<file path="config.mk">
export PLATFORM = sky130hd
export DESIGN_NAME = win_buf_writeback
export DESIGN_NICKNAME = d
export VERILOG_FILES = /design/src/rtl/win_buf_pkg.sv /design/src/rtl/win_buf_wb_addr_gen.sv /design/src/rtl/win_buf_writeback.sv
export SDC_FILE = /design/constraint.sdc
export NUM_CORES = 1
export LEC_CHECK = 0
export ABC_AREA = 0
export CORE_ASPECT_RATIO = 1.75
export CORE_UTILIZATION = 61
export CTS_BUF_LIST = sky130_fd_sc_hd__clkbuf_4 sky130_fd_sc_hd__clkbuf_8
export CTS_CLUSTER_SIZE = 14
export DETAILED_ROUTE_END_ITERATION = 12
export HOLD_SLACK_MARGIN = 0.12
export PLACE_DENSITY = 0.89
export SYNTH_ARGS = -nofsm -noshare
export SYNTH_HDL_FRONTEND = slang
export SYNTH_SLANG_ARGS = --single-unit
</file>
<file path="constraint.sdc">
create_clock -name clk -period 4.2 [get_ports clk]
set_input_delay 0.63 -clock clk [delete_from_list [all_inputs] [get_ports clk]]
set_output_delay 0.63 -clock clk [all_outputs]
set_load 0.02 [all_outputs]
</file>
<file path="src/rtl/win_buf_pkg.sv">
// Shared window-buffer types: pixel/word payloads, writeback FSM states, lane mask helper.
package win_buf_pkg;

   localparam int unsigned WORD_BYTES = 4;
   localparam int unsigned PIX_W      = 8;
   localparam int unsigned LANE_W     = $clog2(WORD_BYTES);

   typedef logic [PIX_W-1:0]                  pix_t;
   typedef logic [WORD_BYTES-1:0][PIX_W-1:0]  word_t;
   typedef logic [LANE_W-1:0]                 lane_t;

   typedef enum logic [2:0] {
      ST_IDLE     = 3'd0,
      ST_COLLECT  = 3'd1,
      ST_WRITE    = 3'd2,
      ST_NEXT_ROW = 3'd3,
      ST_FINISH   = 3'd4
   } wb_state_e;

   // Mask with the low n lanes set (n in 0..WORD_BYTES)
   function automatic logic [WORD_BYTES-1:0] lane_mask(input logic [LANE_W:0] n);
      logic [WORD_BYTES:0] m;
      m = ({{WORD_BYTES{1'b0}}, 1'b1} << n) - {{WORD_BYTES{1'b0}}, 1'b1};
      return m[WORD_BYTES-1:0];
   endfunction

endpackage

</file>
<file path="src/rtl/win_buf_wb_addr_gen.sv">
// Writeback address generator: row base, word address and col/row counters for one frame.
module win_buf_wb_addr_gen
   import win_buf_pkg::*;
#(
   parameter int unsigned ADDR_W = 32,
   parameter int unsigned DIM_W  = 16
) (
   input  logic              clk,
   input  logic              n_rst,
   input  logic              load,
   input  logic [ADDR_W-1:0] dest_addr,
   input  logic [DIM_W-1:0]  row_stride,
   input  logic [DIM_W-1:0]  out_width,
   input  logic [DIM_W-1:0]  out_height,
   input  logic              inc_col,
   input  logic              inc_word,
   input  logic              next_row,
   output logic [ADDR_W-1:0] ram_addr,
   output logic              col_last_c,
   output logic              row_end_c,
   output logic              frame_end_c
);

   logic [ADDR_W-1:0] row_base_q, row_base_d;
   logic [ADDR_W-1:0] addr_q, addr_d;
   logic [DIM_W-1:0]  col_q, col_d;
   logic [DIM_W-1:0]  row_q, row_d;
   logic [DIM_W-1:0]  stride_q, stride_d;
   logic [DIM_W-1:0]  width_q, width_d;
   logic [DIM_W-1:0]  height_q, height_d;
   logic [ADDR_W-1:0] next_base;

   assign next_base   = row_base_q + ADDR_W'(stride_q);
   assign col_last_c  = (DIM_W'(col_q + DIM_W'(1)) == width_q);
   assign row_end_c   = (col_q == width_q);
   assign frame_end_c = (DIM_W'(row_q + DIM_W'(1)) == height_q);
   assign ram_addr    = addr_q;

   // Next-state for config latch, address and counters
   always_comb begin
      row_base_d = row_base_q;
      addr_d     = addr_q;
      col_d      = col_q;
      row_d      = row_q;
      stride_d   = stride_q;
      width_d    = width_q;
      height_d   = height_q;
      if (load) begin
         row_base_d = dest_addr;
         addr_d     = dest_addr;
         col_d      = '0;
         row_d      = '0;
         stride_d   = row_stride;
         width_d    = out_width;
         height_d   = out_height;
      end else if (next_row) begin
         row_d = DIM_W'(row_q + DIM_W'(1));
         col_d = '0;
         if (!frame_end_c) begin
            row_base_d = next_base;
            addr_d     = next_base;
         end
      end else begin
         if (inc_word) addr_d = addr_q + ADDR_W'(WORD_BYTES);
         if (inc_col)  col_d  = DIM_W'(col_q + DIM_W'(1));
      end
   end

   // Registers with synchronous active-low reset
   always_ff @(posedge clk) begin
      if (!n_rst) begin
         row_base_q <= '0;
         addr_q     <= '0;
         col_q      <= '0;
         row_q      <= '0;
         stride_q   <= '0;
         width_q    <= '0;
         height_q   <= '0;
      end else begin
         row_base_q <= row_base_d;
         addr_q     <= addr_d;
         col_q      <= col_d;
         row_q      <= row_d;
         stride_q   <= stride_d;
         width_q    <= width_d;
         height_q   <= height_d;
      end
   end

endmodule

</file>
<file path="src/rtl/win_buf_writeback.sv">
// Window-buffer writeback: packs 8-bit output pixels into 32-bit words and writes them
// to RAM at row-strided addresses. Define WIN_BUF_WRITEBACK_BYTE_MASK_EN to add the
// ram_byte_en lane-valid output for partial row-end words.
module win_buf_writeback
   import win_buf_pkg::*;
#(
   parameter int unsigned ADDR_W = 32,
   parameter int unsigned DIM_W  = 16
) (
   input  logic              clk,
   input  logic              n_rst,
   input  logic              start,
   input  logic [ADDR_W-1:0] dest_addr,
   input  logic [DIM_W-1:0]  row_stride,
   input  logic [DIM_W-1:0]  out_width,
   input  logic [DIM_W-1:0]  out_height,
   input  logic              pix_valid,
   input  pix_t              pix_data,
   output logic              pix_ready,
   input  logic              ram_w_done,
   output logic              ram_w_en,
   output logic [ADDR_W-1:0] ram_addr,
   output word_t             ram_wdata,
   output logic              busy,
   output logic              done
`ifdef WIN_BUF_WRITEBACK_BYTE_MASK_EN
   ,
   output logic [WORD_BYTES-1:0] ram_byte_en
`endif
);

   wb_state_e state_q, state_d;
   lane_t     lane_q, lane_d;
   word_t     wdata_q, wdata_d;
   logic      w_en_q, w_en_d;
   logic      busy_q, busy_d;
   logic      done_q, done_d;
   logic      ag_load, ag_inc_col, ag_inc_word, ag_next_row;
   logic      col_last, row_end, frame_end;
`ifdef WIN_BUF_WRITEBACK_BYTE_MASK_EN
   logic [WORD_BYTES-1:0] byte_en_q, byte_en_d;
`endif

   win_buf_wb_addr_gen #(
      .ADDR_W (ADDR_W),
      .DIM_W  (DIM_W)
   ) u_addr_gen (
      .clk         (clk),
      .n_rst       (n_rst),
      .load        (ag_load),
      .dest_addr   (dest_addr),
      .row_stride  (row_stride),
      .out_width   (out_width),
      .out_height  (out_height),
      .inc_col     (ag_inc_col),
      .inc_word    (ag_inc_word),
      .next_row    (ag_next_row),
      .ram_addr    (ram_addr),
      .col_last_c  (col_last),
      .row_end_c   (row_end),
      .frame_end_c (frame_end)
   );

   assign pix_ready = (state_q == ST_COLLECT);
   assign ram_w_en  = w_en_q;
   assign ram_wdata = wdata_q;
   assign busy      = busy_q;
   assign done      = done_q;
`ifdef WIN_BUF_WRITEBACK_BYTE_MASK_EN
   assign ram_byte_en = byte_en_q;
`endif

   // FSM next-state, byte packer and address-generator controls
   always_comb begin
      state_d     = state_q;
      lane_d      = lane_q;
      wdata_d     = wdata_q;
      w_en_d      = w_en_q;
      busy_d      = busy_q;
      done_d      = 1'b0;
      ag_load     = 1'b0;
      ag_inc_col  = 1'b0;
      ag_inc_word = 1'b0;
      ag_next_row = 1'b0;
`ifdef WIN_BUF_WRITEBACK_BYTE_MASK_EN
      byte_en_d   = byte_en_q;
`endif
      case (state_q)
         ST_IDLE: begin
            if (start) begin
               ag_load = 1'b1;
               lane_d  = '0;
               wdata_d = '0;
               busy_d  = 1'b1;
               state_d = ((out_width == '0) || (out_height == '0)) ? ST_FINISH : ST_COLLECT;
            end
         end
         ST_COLLECT: begin
            if (pix_valid) begin
               wdata_d[lane_q] = pix_data;
               lane_d          = lane_t'(lane_q + lane_t'(1));
               ag_inc_col      = 1'b1;
               if ((lane_q == lane_t'(WORD_BYTES - 1)) || col_last) begin
                  w_en_d  = 1'b1;
                  state_d = ST_WRITE;
`ifdef WIN_BUF_WRITEBACK_BYTE_MASK_EN
                  byte_en_d = lane_mask((LANE_W + 1)'(lane_q) + (LANE_W + 1)'(1));
`endif
               end
            end
         end
         ST_WRITE: begin
            if (ram_w_done) begin
               w_en_d  = 1'b0;
               lane_d  = '0;
               wdata_d = '0;
`ifdef WIN_BUF_WRITEBACK_BYTE_MASK_EN
               byte_en_d = '0;
`endif
               if (row_end) begin
                  state_d = ST_NEXT_ROW;
               end else begin
                  ag_inc_word = 1'b1;
                  state_d     = ST_COLLECT;
               end
            end
         end
         ST_NEXT_ROW: begin
            ag_next_row = 1'b1;
            state_d     = frame_end ? ST_FINISH : ST_COLLECT;
         end
         ST_FINISH: begin
            done_d  = 1'b1;
            busy_d  = 1'b0;
            state_d = ST_IDLE;
         end
         default: state_d = ST_IDLE;
      endcase
   end

   // State and registered outputs; reset abandons any pending write
   always_ff @(posedge clk) begin
      if (!n_rst) begin
         state_q <= ST_IDLE;
         lane_q  <= '0;
         wdata_q <= '0;
         w_en_q  <= 1'b0;
         busy_q  <= 1'b0;
         done_q  <= 1'b0;
`ifdef WIN_BUF_WRITEBACK_BYTE_MASK_EN
         byte_en_q <= '0;
`endif
      end else begin
         state_q <= state_d;
         lane_q  <= lane_d;
         wdata_q <= wdata_d;
         w_en_q  <= w_en_d;
         busy_q  <= busy_d;
         done_q  <= done_d;
`ifdef WIN_BUF_WRITEBACK_BYTE_MASK_EN
         byte_en_q <= byte_en_d;
`endif
      end
   end

endmodule

</file>
==> summary.md <==
| Metric | Value |
|---|---|
| Outcome | `finished clean` |
| DP HPWL | `21.1 mm` |
| Wire length of the first global-routing pass | `48.2 mm` |
| Slew at the pin closest to its max-slew limit | `1.08 ns` |
| Total design power | `4.48 mW` |
| Clock-pin slew on the worst setup and hold paths | `0.09 ns` |
| Number of buffers inserted during clock tree synthesis | `17` |
| Yosys warnings | `0` |
| Total of flip-flops plus latches after synthesis | `184` |
| Kind of critical path | `flop to flop` |
| DRT antenna net count | `0` |
| Class of the most critical hold timing path | `flop to flop` |
| GPL Wtd Cong | `0.940` |
| Layout area overhead | `20.2%` |
| Die boundary width | `101 um` |
| Area contributors post-synth | `sky130_fd_sc_hd__dfxtp_1 (35%), sky130_fd_sc_hd__nand2_1 (7.1%), sky130_fd_sc_hd__a21oi_1 (5.3%)` |
| Site row count | `62` |
| Crit share post-route | `81.7%` |
| Relative slew margins | `27.7%` |
| TritonCTS clock tree | `built` |
| Ys flop type | `sky130_fd_sc_hd__dfxtp_1` |
| Utilization after layout | `75.5%` |
| Count of antenna diodes in the layout | `0` |
| Pre-Repair DR Iteration Count | `5` |
| Fillers | `1295` |
| Fraction of final layout cells with drive strength greater than 1 | `4.23%` |
| Vias post-DR | `10718` |
| Final Hold Viols | `0` |
| Final sum of negative setup slack | `0 ns` |
| Cell taking the most area after synthesis | `sky130_fd_sc_hd__dfxtp_1` |
| Maximum fanout along the worst path | `17` |
| Final instance count without filler cells | `1691` |
| Max Freq | `292 MHz` |
| Synthesized netlist cell count | `1358` |
| Worst Hold Slack | `0.466 ns` |
| Vias in the first global route | `10180` |
| Post-cts hold buffer count | `0` |
| Most frequent cells in the layout | `sky130_fd_sc_hd__nand2_1 (196), sky130_fd_sc_hd__dfxtp_1 (184), sky130_fd_sc_hd__clkdlybuf4s50_1 (159)` |
| Clock root buffer master | `sky130_fd_sc_hd__clkbuf_8` |
| Non-Filler Cell Area, Final | `0.0125 mm2` |
| Portion of synthesized cell area occupied by the leading cell type | `35.3%` |
| Detailed router's first-iteration violation count | `677` |
| Number of buffers inserted by post-CTS setup repair | `0` |
| Number of clock sinks | `184` |
| Static Leak | `4.52 nW` |
| Vertical die dimension | `175 um` |
| Overall Global Routing Usage | `34.2%` |
| Post-route worst setup slack | `0.770 ns` |
| Die area | `0.0176 mm2` |
| Area of the mapped netlist | `0.0104 mm2` |
| Number of placed cells counting well taps | `1659` |
| Number of distinct standard cells referenced by the synthesized netlist | `70` |
| PostCTS Resize Cnt | `0` |
| Post-Route WL | `29.5 mm` |
| Mean routed wirelength per cell | `17.4 um` |
| Antenna violations before repair | `0` |
| Capturing element type of the critical path | `flop` |
| Async set-or-reset flop fraction in the synthesized netlist | `0%` |
| Vias per cell | `6.34` |
| Share of the yosys chip area belonging to registers | `35.3%` |
| Pin count of the biggest net entering global routing | `106` |
| Quantity of I/O buffers inserted on ports | `160` |
| Most common library cell in the layout ignoring fill and taps | `sky130_fd_sc_hd__nand2_1` |
| Count of maximum capacitance violations | `0` |
| Setup Viol. Count Final | `0` |
| Total global routing overflow | `0` |
| Required time of the worst setup path | `4.51 ns` |
| Final min period | `3.43 ns` |
| Number of remaining DRC errors | `0` |
| Count of flip-flops with a built-in enable after synthesis | `0` |
| Number of top-level pins | `161` |
| Post-placement worst setup slack | `0.872 ns` |
| Final max-slew violation count | `0` |
| H-Tree Depth | `4` |
| Worst setup SP type | `flop` |
| Final clock skew | `0.0217 ns` |
| Maximum buffer depth of the clock tree | `2` |
| RSZ-0062 raised after global routing | `no` |
| Final net count | `1571` |
| Instance area at placement | `0.0121 mm2` |
| Largest vdd supply drop | `0.337 mV` |
| Net Count, Synth | `1475` |
| Clock insertion delay at the later pin of the skew report | `0.49 ns` |
| Power per cell area | `357 mW/mm2` |
| Average footprint of a synthesized cell | `7.68 um2` |
| Number of cells traversed by the worst hold path | `2` |
| Worst-case reg-to-reg path depth | `11` |
| Initial Util | `62.8%` |
| Critical Path AT | `3.74 ns` |
| Core footprint | `0.0166 mm2` |
-- worst max-delay path: stages, from the launching register on --
cell and delay, ns:
sky130_fd_sc_hd__dfxtp_1 0.46, sky130_fd_sc_hd__ha_1 0.32, sky130_fd_sc_hd__nand3_2 0.18, sky130_fd_sc_hd__or3_1 0.38
sky130_fd_sc_hd__a2111oi_1 0.38, sky130_fd_sc_hd__o211ai_1 0.21, sky130_fd_sc_hd__nor4_4 0.45, sky130_fd_sc_hd__buf_4 0.27
sky130_fd_sc_hd__nand2b_1 0.14, sky130_fd_sc_hd__buf_4 0.24, sky130_fd_sc_hd__a21o_1 0.15, sky130_fd_sc_hd__a21oi_1 0.06
-- area by class of cell --
class / count / area, um2 / share of cell area [%]
multi-input cells: 1053 / 6290 / 50.2
flip-flops and latches: 184 / 3680 / 29.4
repair buffers: 177 / 1720 / 13.8
well taps: 224 / 280 / 2.24
clock buffers: 20 / 263 / 2.10
clock inverters: 12 / 213 / 1.70
inverters: 21 / 78.8 / 0.629
-- cell usage after synthesis, types with 12 or more instances --
cell type                  number
sky130_fd_sc_hd__a211oi_1      16
sky130_fd_sc_hd__a21oi_1      111
sky130_fd_sc_hd__a221oi_1      12
sky130_fd_sc_hd__a22oi_1       35
sky130_fd_sc_hd__a31oi_1       32
sky130_fd_sc_hd__and3_1        21
sky130_fd_sc_hd__clkbuf_1      81
sky130_fd_sc_hd__dfxtp_1      184
sky130_fd_sc_hd__ha_1          23
sky130_fd_sc_hd__inv_1         20
sky130_fd_sc_hd__nand2_1      197
sky130_fd_sc_hd__nand3_1       36
sky130_fd_sc_hd__nand4_1       34
sky130_fd_sc_hd__nor2_1       128
sky130_fd_sc_hd__nor3_1        28
sky130_fd_sc_hd__nor4_1        28
sky130_fd_sc_hd__o21ai_0       78
sky130_fd_sc_hd__xnor2_1       59
sky130_fd_sc_hd__xor2_1        60
-- path summary, 6_finish.rpt --
check | from | end | slack, ns
max | u_addr_gen.row_q[0]$_SDFFE_PP0P_ | u_addr_gen.row_base_q[1]$_SDFFE_PN0P_ | 0.77
min | u_addr_gen.ram_addr[0]$_SDFFE_PN0P_ | u_addr_gen.ram_addr[0]$_SDFFE_PN0P_ | 0.47
max reg2reg | u_addr_gen.row_q[0]$_SDFFE_PP0P_ | u_addr_gen.row_base_q[1]$_SDFFE_PN0P_ | 0.77
min reg2reg | u_addr_gen.ram_addr[0]$_SDFFE_PN0P_ | u_addr_gen.ram_addr[0]$_SDFFE_PN0P_ | 0.47
-- registers in the layout, summed over array words and instances, names as in the netlist --
signal,count
ram_wdata,32
ram_w_en,1
lane_q,2
state_q,3
u_addr_gen.stride_q,16
u_addr_gen.col_q,16
u_addr_gen.ram_addr,32
u_addr_gen.height_q,16
u_addr_gen.row_base_q,32
u_addr_gen.width_q,16
u_addr_gen.row_q,16
done,1
busy,1
-- kinds of logic after synthesis --
kind of cell,synth area share (%)
and+or+nand+nor,24.3
AOI/OAI and AO/OA,22.5
DFF,35.3
buffers and inverters,4.56
xor gates and xnor gates,9.99
adders and majority gates,2.95
muxes,0.480
-- layer usage --
metal / wire, um / global-route usage, %
met1: 11200 / 39.0
met2: 14900 / 60.0
met3: 2060 / 5.04
met4: 1340 / 19.1
met5: 0 / 0
-- power by group --
group / total (mW) / switching (mW) / internal, mW
clock network: 1.42 / 0.674 / 0.750
registers: 2.02 / 0.147 / 1.87
logic: 1.03 / 0.596 / 0.438
Note: power is estimated with default switching activity, not from simulation.
